$ cat config.mk
export PLATFORM = sky130hd
export DESIGN_NAME = alu_design
export DESIGN_NICKNAME = d
export VERILOG_FILES = /design/src/rtl/alu_design.sv
export SDC_FILE = /design/constraint.sdc
export NUM_CORES = 1
export LEC_CHECK = 0
export CORE_UTILIZATION = 55
export DETAILED_ROUTE_END_ITERATION = 16
export PLACE_DENSITY = 0.83
export SLEW_MARGIN = 20
export SYNTH_ARGS = -nofsm -noshare
export SYNTH_HDL_FRONTEND = slang
export SYNTH_SLANG_ARGS = --single-unit
$ cat constraint.sdc
create_clock -name CLK -period 10.7 [get_ports CLK]
set_clock_uncertainty 0.1 [all_clocks]
set_input_delay 1.07 -clock CLK [delete_from_list [all_inputs] [get_ports CLK]]
set_output_delay 1.07 -clock CLK [all_outputs]
set_load 0.05 [all_outputs]
$ cat src/rtl/alu_design.sv
// Registered N-bit integer ALU: arithmetic/logical ops with a 2N-bit result and status flags.
// Multiplies take two edges; every other accepted op lands on the next edge.
module alu_design #(
    parameter int N = 8,
    parameter int M = 4
) (
    input  logic           CLK,
    input  logic           RST,
    input  logic           CE,
    input  logic [1:0]     INP_VALID,
    input  logic           MODE,
    input  logic [M-1:0]   CMD,
    input  logic [N-1:0]   OPA,
    input  logic [N-1:0]   OPB,
    input  logic           CIN,
    output logic [2*N-1:0] RES,
    output logic           OFLOW,
    output logic           COUT,
    output logic           G,
    output logic           E,
    output logic           L,
    output logic           ERR
);

    localparam int SH_W = $clog2(N);
    localparam logic [N-1:0] ONE_N = {{(N-1){1'b0}}, 1'b1};

    function automatic logic [2*N-1:0] zext_n(input logic [N-1:0] v);
        return {{N{1'b0}}, v};
    endfunction

    function automatic logic [2*N-1:0] zext_c(input logic [N:0] v);
        return {{(N-1){1'b0}}, v};
    endfunction

    // Rotation via a doubled word: the wanted bits fall in one half after a plain shift.
    function automatic logic [N-1:0] rotate(input logic [N-1:0] a, input logic [SH_W-1:0] sh,
                                            input logic left);
        logic [2*N-1:0] dbl;
        dbl = {a, a};
        if (left) begin
            dbl = dbl << sh;
            return dbl[2*N-1:N];
        end
        dbl = dbl >> sh;
        return dbl[N-1:0];
    endfunction

    logic [N:0]     add_s;
    logic [N:0]     addc_s;
    logic [N-1:0]   sub_d;
    logic [N-1:0]   subc_d;
    logic [N:0]     b_cin;
    logic           a_ok;
    logic           b_ok;
    logic           ab_ok;

    assign add_s  = {1'b0, OPA} + {1'b0, OPB};
    assign addc_s = add_s + {{N{1'b0}}, CIN};
    assign sub_d  = OPA - OPB;
    assign subc_d = sub_d - {{(N-1){1'b0}}, CIN};
    assign b_cin  = {1'b0, OPB} + {{N{1'b0}}, CIN};
    assign a_ok   = INP_VALID[0];
    assign b_ok   = INP_VALID[1];
    assign ab_ok  = &INP_VALID;

    logic [2*N-1:0] nxt_res;
    logic           nxt_oflow;
    logic           nxt_cout;
    logic           nxt_g;
    logic           nxt_e;
    logic           nxt_l;
    logic           nxt_err;
    logic           start_mul;
    logic           op_ok;
    int             cmd_i;

    always_comb begin
        nxt_res   = '0;
        nxt_oflow = 1'b0;
        nxt_cout  = 1'b0;
        nxt_g     = 1'b0;
        nxt_e     = 1'b0;
        nxt_l     = 1'b0;
        nxt_err   = 1'b0;
        start_mul = 1'b0;
        op_ok     = 1'b1;
        cmd_i     = int'(CMD);
        if (MODE) begin
            case (cmd_i)
                0: begin op_ok = ab_ok; nxt_res = zext_c(add_s);  nxt_cout = add_s[N];  end
                1: begin op_ok = ab_ok; nxt_res = zext_n(sub_d);  nxt_oflow = (OPA < OPB); end
                2: begin op_ok = ab_ok; nxt_res = zext_c(addc_s); nxt_cout = addc_s[N]; end
                3: begin op_ok = ab_ok; nxt_res = zext_n(subc_d); nxt_oflow = ({1'b0, OPA} < b_cin); end
                4: begin op_ok = a_ok; nxt_res = zext_n(OPA + ONE_N); nxt_cout  = &OPA;  end
                5: begin op_ok = a_ok; nxt_res = zext_n(OPA - ONE_N); nxt_oflow = ~|OPA; end
                6: begin op_ok = b_ok; nxt_res = zext_n(OPB + ONE_N); nxt_cout  = &OPB;  end
                7: begin op_ok = b_ok; nxt_res = zext_n(OPB - ONE_N); nxt_oflow = ~|OPB; end
                8: begin
                    op_ok = ab_ok;
                    nxt_g = (OPA > OPB);
                    nxt_e = (OPA == OPB);
                    nxt_l = (OPA < OPB);
                end
                9, 10: begin op_ok = ab_ok; start_mul = 1'b1; end
                default: nxt_err = 1'b1;
            endcase
        end else begin
            case (cmd_i)
                0:  begin op_ok = ab_ok; nxt_res = zext_n(OPA & OPB);    end
                1:  begin op_ok = ab_ok; nxt_res = zext_n(~(OPA & OPB)); end
                2:  begin op_ok = ab_ok; nxt_res = zext_n(OPA | OPB);    end
                3:  begin op_ok = ab_ok; nxt_res = zext_n(~(OPA | OPB)); end
                4:  begin op_ok = ab_ok; nxt_res = zext_n(OPA ^ OPB);    end
                5:  begin op_ok = ab_ok; nxt_res = zext_n(~(OPA ^ OPB)); end
                6:  begin op_ok = a_ok;  nxt_res = zext_n(~OPA);         end
                7:  begin op_ok = b_ok;  nxt_res = zext_n(~OPB);         end
                8:  begin op_ok = a_ok;  nxt_res = zext_n(OPA >> 1);     end
                9:  begin op_ok = a_ok;  nxt_res = zext_n(OPA << 1);     end
                10: begin op_ok = b_ok;  nxt_res = zext_n(OPB >> 1);     end
                11: begin op_ok = b_ok;  nxt_res = zext_n(OPB << 1);     end
                12, 13: begin
                    op_ok = ab_ok;
                    if (|OPB[N-1:SH_W])
                        nxt_err = 1'b1;
                    else
                        nxt_res = zext_n(rotate(OPA, OPB[SH_W-1:0], (cmd_i == 12)));
                end
                default: nxt_err = 1'b1;
            endcase
        end
        if (!op_ok)
            nxt_err = 1'b1;
        // An error forces a clean all-zero result and suppresses any multiply launch.
        if (nxt_err) begin
            nxt_res   = '0;
            nxt_oflow = 1'b0;
            nxt_cout  = 1'b0;
            nxt_g     = 1'b0;
            nxt_e     = 1'b0;
            nxt_l     = 1'b0;
            start_mul = 1'b0;
        end
    end

    // Stage p0: multiply operands captured; vld_p0 marks the busy cycle.
    logic           vld_p0;
    logic [N-1:0]   opa_p0;
    logic [N-1:0]   opb_p0;
    logic           sel_p0;
    logic [N:0]     a_inc_p0;
    logic [N:0]     b_inc_p0;
    logic [N-1:0]   a_shl_p0;
    logic [2*N-1:0] prod_inc_p0;
    logic [2*N-1:0] prod_shl_p0;

    always_ff @(posedge CLK) begin
        if (CE && !vld_p0 && start_mul) begin
            opa_p0 <= OPA;
            opb_p0 <= OPB;
            sel_p0 <= (cmd_i == 10);
        end
    end

    assign a_inc_p0    = {1'b0, opa_p0} + {1'b0, ONE_N};
    assign b_inc_p0    = {1'b0, opb_p0} + {1'b0, ONE_N};
    assign a_shl_p0    = opa_p0 << 1;
    assign prod_inc_p0 = {{(N-1){1'b0}}, a_inc_p0} * {{(N-1){1'b0}}, b_inc_p0};
    assign prod_shl_p0 = {{N{1'b0}}, a_shl_p0} * {{N{1'b0}}, opb_p0};

    // Stage p1: registered outputs.
    always_ff @(posedge CLK) begin
        if (!RST) begin
            vld_p0 <= 1'b0;
            RES    <= '0;
            OFLOW  <= 1'b0;
            COUT   <= 1'b0;
            G      <= 1'b0;
            E      <= 1'b0;
            L      <= 1'b0;
            ERR    <= 1'b0;
        end else if (CE) begin
            if (vld_p0) begin
                vld_p0 <= 1'b0;
                RES    <= sel_p0 ? prod_shl_p0 : prod_inc_p0;
                OFLOW  <= 1'b0;
                COUT   <= 1'b0;
                G      <= 1'b0;
                E      <= 1'b0;
                L      <= 1'b0;
                ERR    <= 1'b0;
            end else if (start_mul) begin
                vld_p0 <= 1'b1;
            end else begin
                RES    <= nxt_res;
                OFLOW  <= nxt_oflow;
                COUT   <= nxt_cout;
                G      <= nxt_g;
                E      <= nxt_e;
                L      <= nxt_l;
                ERR    <= nxt_err;
            end
        end
    end

endmodule

==> impl_results.md <==
* Post-CTS Setup Inserts at 0
* Clock power share at between 20% and 30%
* All-Layer GR Usage at roughly 33%
* DR pass1 iterations at 6
* Internal at around 0.00039 W
* Ys async rst share at 0%
* Maximum vdd drop at 0.0518 mV
* Slew at the pin closest to its max-slew limit at just under 0.9 ns
* Detailed Place HPWL at between 20 and 25 mm
* Gpl congestion at about 0.98
* Starting Density at 56.8%
* Unrepaired setup endpoints after global routing: false
* Reg area at 971 µm²
* Final Hold Vio Count at 0
* Kind of critical path: flop to flop
* WP data required at approximately 11 ns
* Final WL at approximately 32 mm
* Syn-to-layout area delta at 6.79%
* Vias per Instance at about 6.4
* Clock latency at the later pin of the worst-skew pair at roughly 0.29 ns
* Part of the Yosys area used for sequential elements at between 9 and 10%
* Largest net degree at the start of global routing at between 60 and 70
* Net switching power at between 0.0002 and 0.0003 W
* Post-synthesis register bit count at 40
* EDFF count, synth at 17
* DRT iter0 DRCs at 1094
* Die width at about 140 µm
* Mapped cell area at approximately 0.011 mm²
* Synth cell types at 76
* Antenna cells at 0
* Clock Path Buffers at 2
* CP Launch Type: flop
* Synth warn at 0
* Pre-CTS WS at between 4 and 5 ns
* Num CTS Buffers at 5
* Final setup viols at 0
* Multi-input gate area at 0.00885 mm²
* Switching share of total power at around two fifths
* Synthesized Nets at approximately 1.6k
* Initial antenna violation count at 0
* Area share of the largest cell type after synthesis at roughly 15%
* Std cell rows at 50
* Worst-path clk slew at around 0.06 ns
* Post-synth top cells: inv_1 (156), nor2_1 (129), ha_1 (123)
* Wire per inst at about 20 µm
* Critical Path AT at 6.52 ns
* CTS resizes at 0
* H-tree levels at 2
* Die H at around 140 µm
* Comb power frac at 50.1%
* Largest area contributor in the netlist: fa_1
* Type of destination of the critical path: flop
* Antenna Nets Post-Route at 0
* Area contributors post-synth: fa_1 (15%), ha_1 (14%), inv_1 (5.5%), edfxtp_1 (4.8%), nor2_1 (4.5%)
* Lkg Pwr at 5.16 nW
* Slew margin rel. at about two fifths
* # hold bufs at CTS at 0
* Layout cells sized above 1 at around 5.4%
* Dominant synthesized flop cell: dfxtp_1
* Max Clk Rate at 156 MHz
* Port bufs at 48
* Pwr per Cell Area at between 50 and 60 mW/mm²
* NumNets Final at between 1.5k and 2k
* Average size of a mapped cell at slightly below 8 µm²
* Maxcap violations at 0
* Min setup slack post-route at 4.30 ns
* Tcrit/Tclk final at ~60%
* CTS root buffer: clkbuf_16
* Gr ovfl total at 0
* Vias at approximately 10k
* Die Footprint at between 0.02 and 0.025 mm²
* Fin. max-slew vios at 0
* Post-route DRC at 0
* Cell with the most instances after synthesis: inv_1
* Final Critical Period at approximately 6.4 ns
* Crit path max fanout at 21
* Setup TNS at 0 ns
* Run status: finished clean
* Io pins at approximately 50
* Vias in the first global route at 9942
* Syn Inst Count at 1371
* Core Region at 0.0189 mm²
* CTS tree: yes
* # fillers at roughly 1.7k
* CTS sink cnt at 40
* Sequential share of power at between 20% and 30%
* First-pass GRT wire length at between 50 and 60 mm
* HP Class: flop to flop
-- layout by cell type, fill, tap and decap left out, types with 17 or more instances in the layout --
cell               n
ha_1             123
o21ai_0           61
xnor2_1           41
a21oi_1           70
fa_1              82
and2_1            30
nor2_1           129
nand2b_1          27
clkdlybuf4s50_1   46
inv_1            156
dfxtp_1           23
edfxtp_1          17
nor3_1            25
nand3_1           36
mux2i_1           21
or2_2             19
nand2_1          120
a211oi_1          22
xor2_1            36
-- logic make-up (layout without fill, tap and decap cells) --
kind of cell | Yosys count | count (layout) | synth area share (%)
and+or+nand+nor | 464 | 464 | 21.0
muxes | 52 | 52 | 7.03
AOI/OAI and AO/OA | 293 | 293 | 18.1
xor gates and xnor gates | 79 | 79 | 6.70
DFF | 40 | 40 | 9.04
buffers and inverters | 238 | 226 | 8.49
adders and majority gates | 205 | 205 | 29.6
-- metrics by stage --
step	total power, W	hold slack, ns	instances	area, µm²	util (%)
after global routing	0.000686	0.377	1619	11500	60.7
after detailed placement	0.000484	0.345	1611	11300	59.8
after global placement	0.000478	0.342	1611	11300	59.8
after CTS	0.000644	0.359	1619	11500	60.7
final	0.000655	0.358	1619	11500	60.7
after floorplan	0.000394	0.505	1371	10700	-
-- power groups by stage --
stage	logic, W	clock network, W	registers, W
3_5_place_dp	0.000315	0	0.000168
4_1_cts	0.000317	0.000162	0.000165
3_3_place_gp	0.000310	0	0.000168
2_1_floorplan	0.000219	0	0.000175
5_1_grt	0.000353	0.000167	0.000165
6_report	0.000328	0.000161	0.000165
-- metal layers --
layer / part of all wire [%] / vias to the layer above / global-route usage [%] / routed length (µm)
met2: 47 / 605 / 54.7 / 15200
met3: 8.3 / 148 / 2.90 / 2670
met4: 6.3 / 0 / 20.9 / 2050
li1: - / 4724 / - / -
met5: 0 / - / 0 / 0
met1: 38 / 4850 / 41.5 / 12400
-- cell type report --
cell class	instances	share of cell area (%)
Clock inverter	2	0.109
Multi-Input combinational cell	1093	77.2
Inverter	158	5.17
Tap cell	260	2.84
Sequential cell	40	8.47
Clock buffer	6	1.31
Timing Repair Buffer	60	4.89
-- path summary, 6_finish.rpt --
kind / start / depth (start not counted) / slack, ns / end
hold reg to reg: RES[14] / 2 / 0.36 / RES[14]
setup reg to reg: opa_p0[0] / 20 / 4.30 / RES[15]
hold / removal: RES[14] / 2 / 0.36 / RES[14]
setup / recovery: opa_p0[0] / 20 / 4.30 / RES[15]
-- registers in the layout (all words and copies together), names as in the netlist --
register and count:
OFLOW 1, ERR 1, opa_p0 8, COUT 1
opb_p0 8, sel_p0 1, RES 16, E 1
vld_p0 1, G 1, L 1
-- critical path, cell delays in order, from the launching register on --
cell and delay (ns):
edfxtp_1 0.78, ha_1 0.39, nand3_1 0.12, xor2_1 0.56, nand2b_1 0.21, fa_1 0.42, inv_1 0.09, fa_1 0.43
ha_1 0.29, inv_1 0.05, fa_1 0.59, inv_1 0.06, ha_1 0.30, a211oi_1 0.32, o21bai_1 0.15, a311oi_1 0.37
o21ai_0 0.19, o41ai_1 0.33, xor2_1 0.11, or3_1 0.31, a31oi_1 0.16
Note: power is estimated with default switching activity, not from simulation.
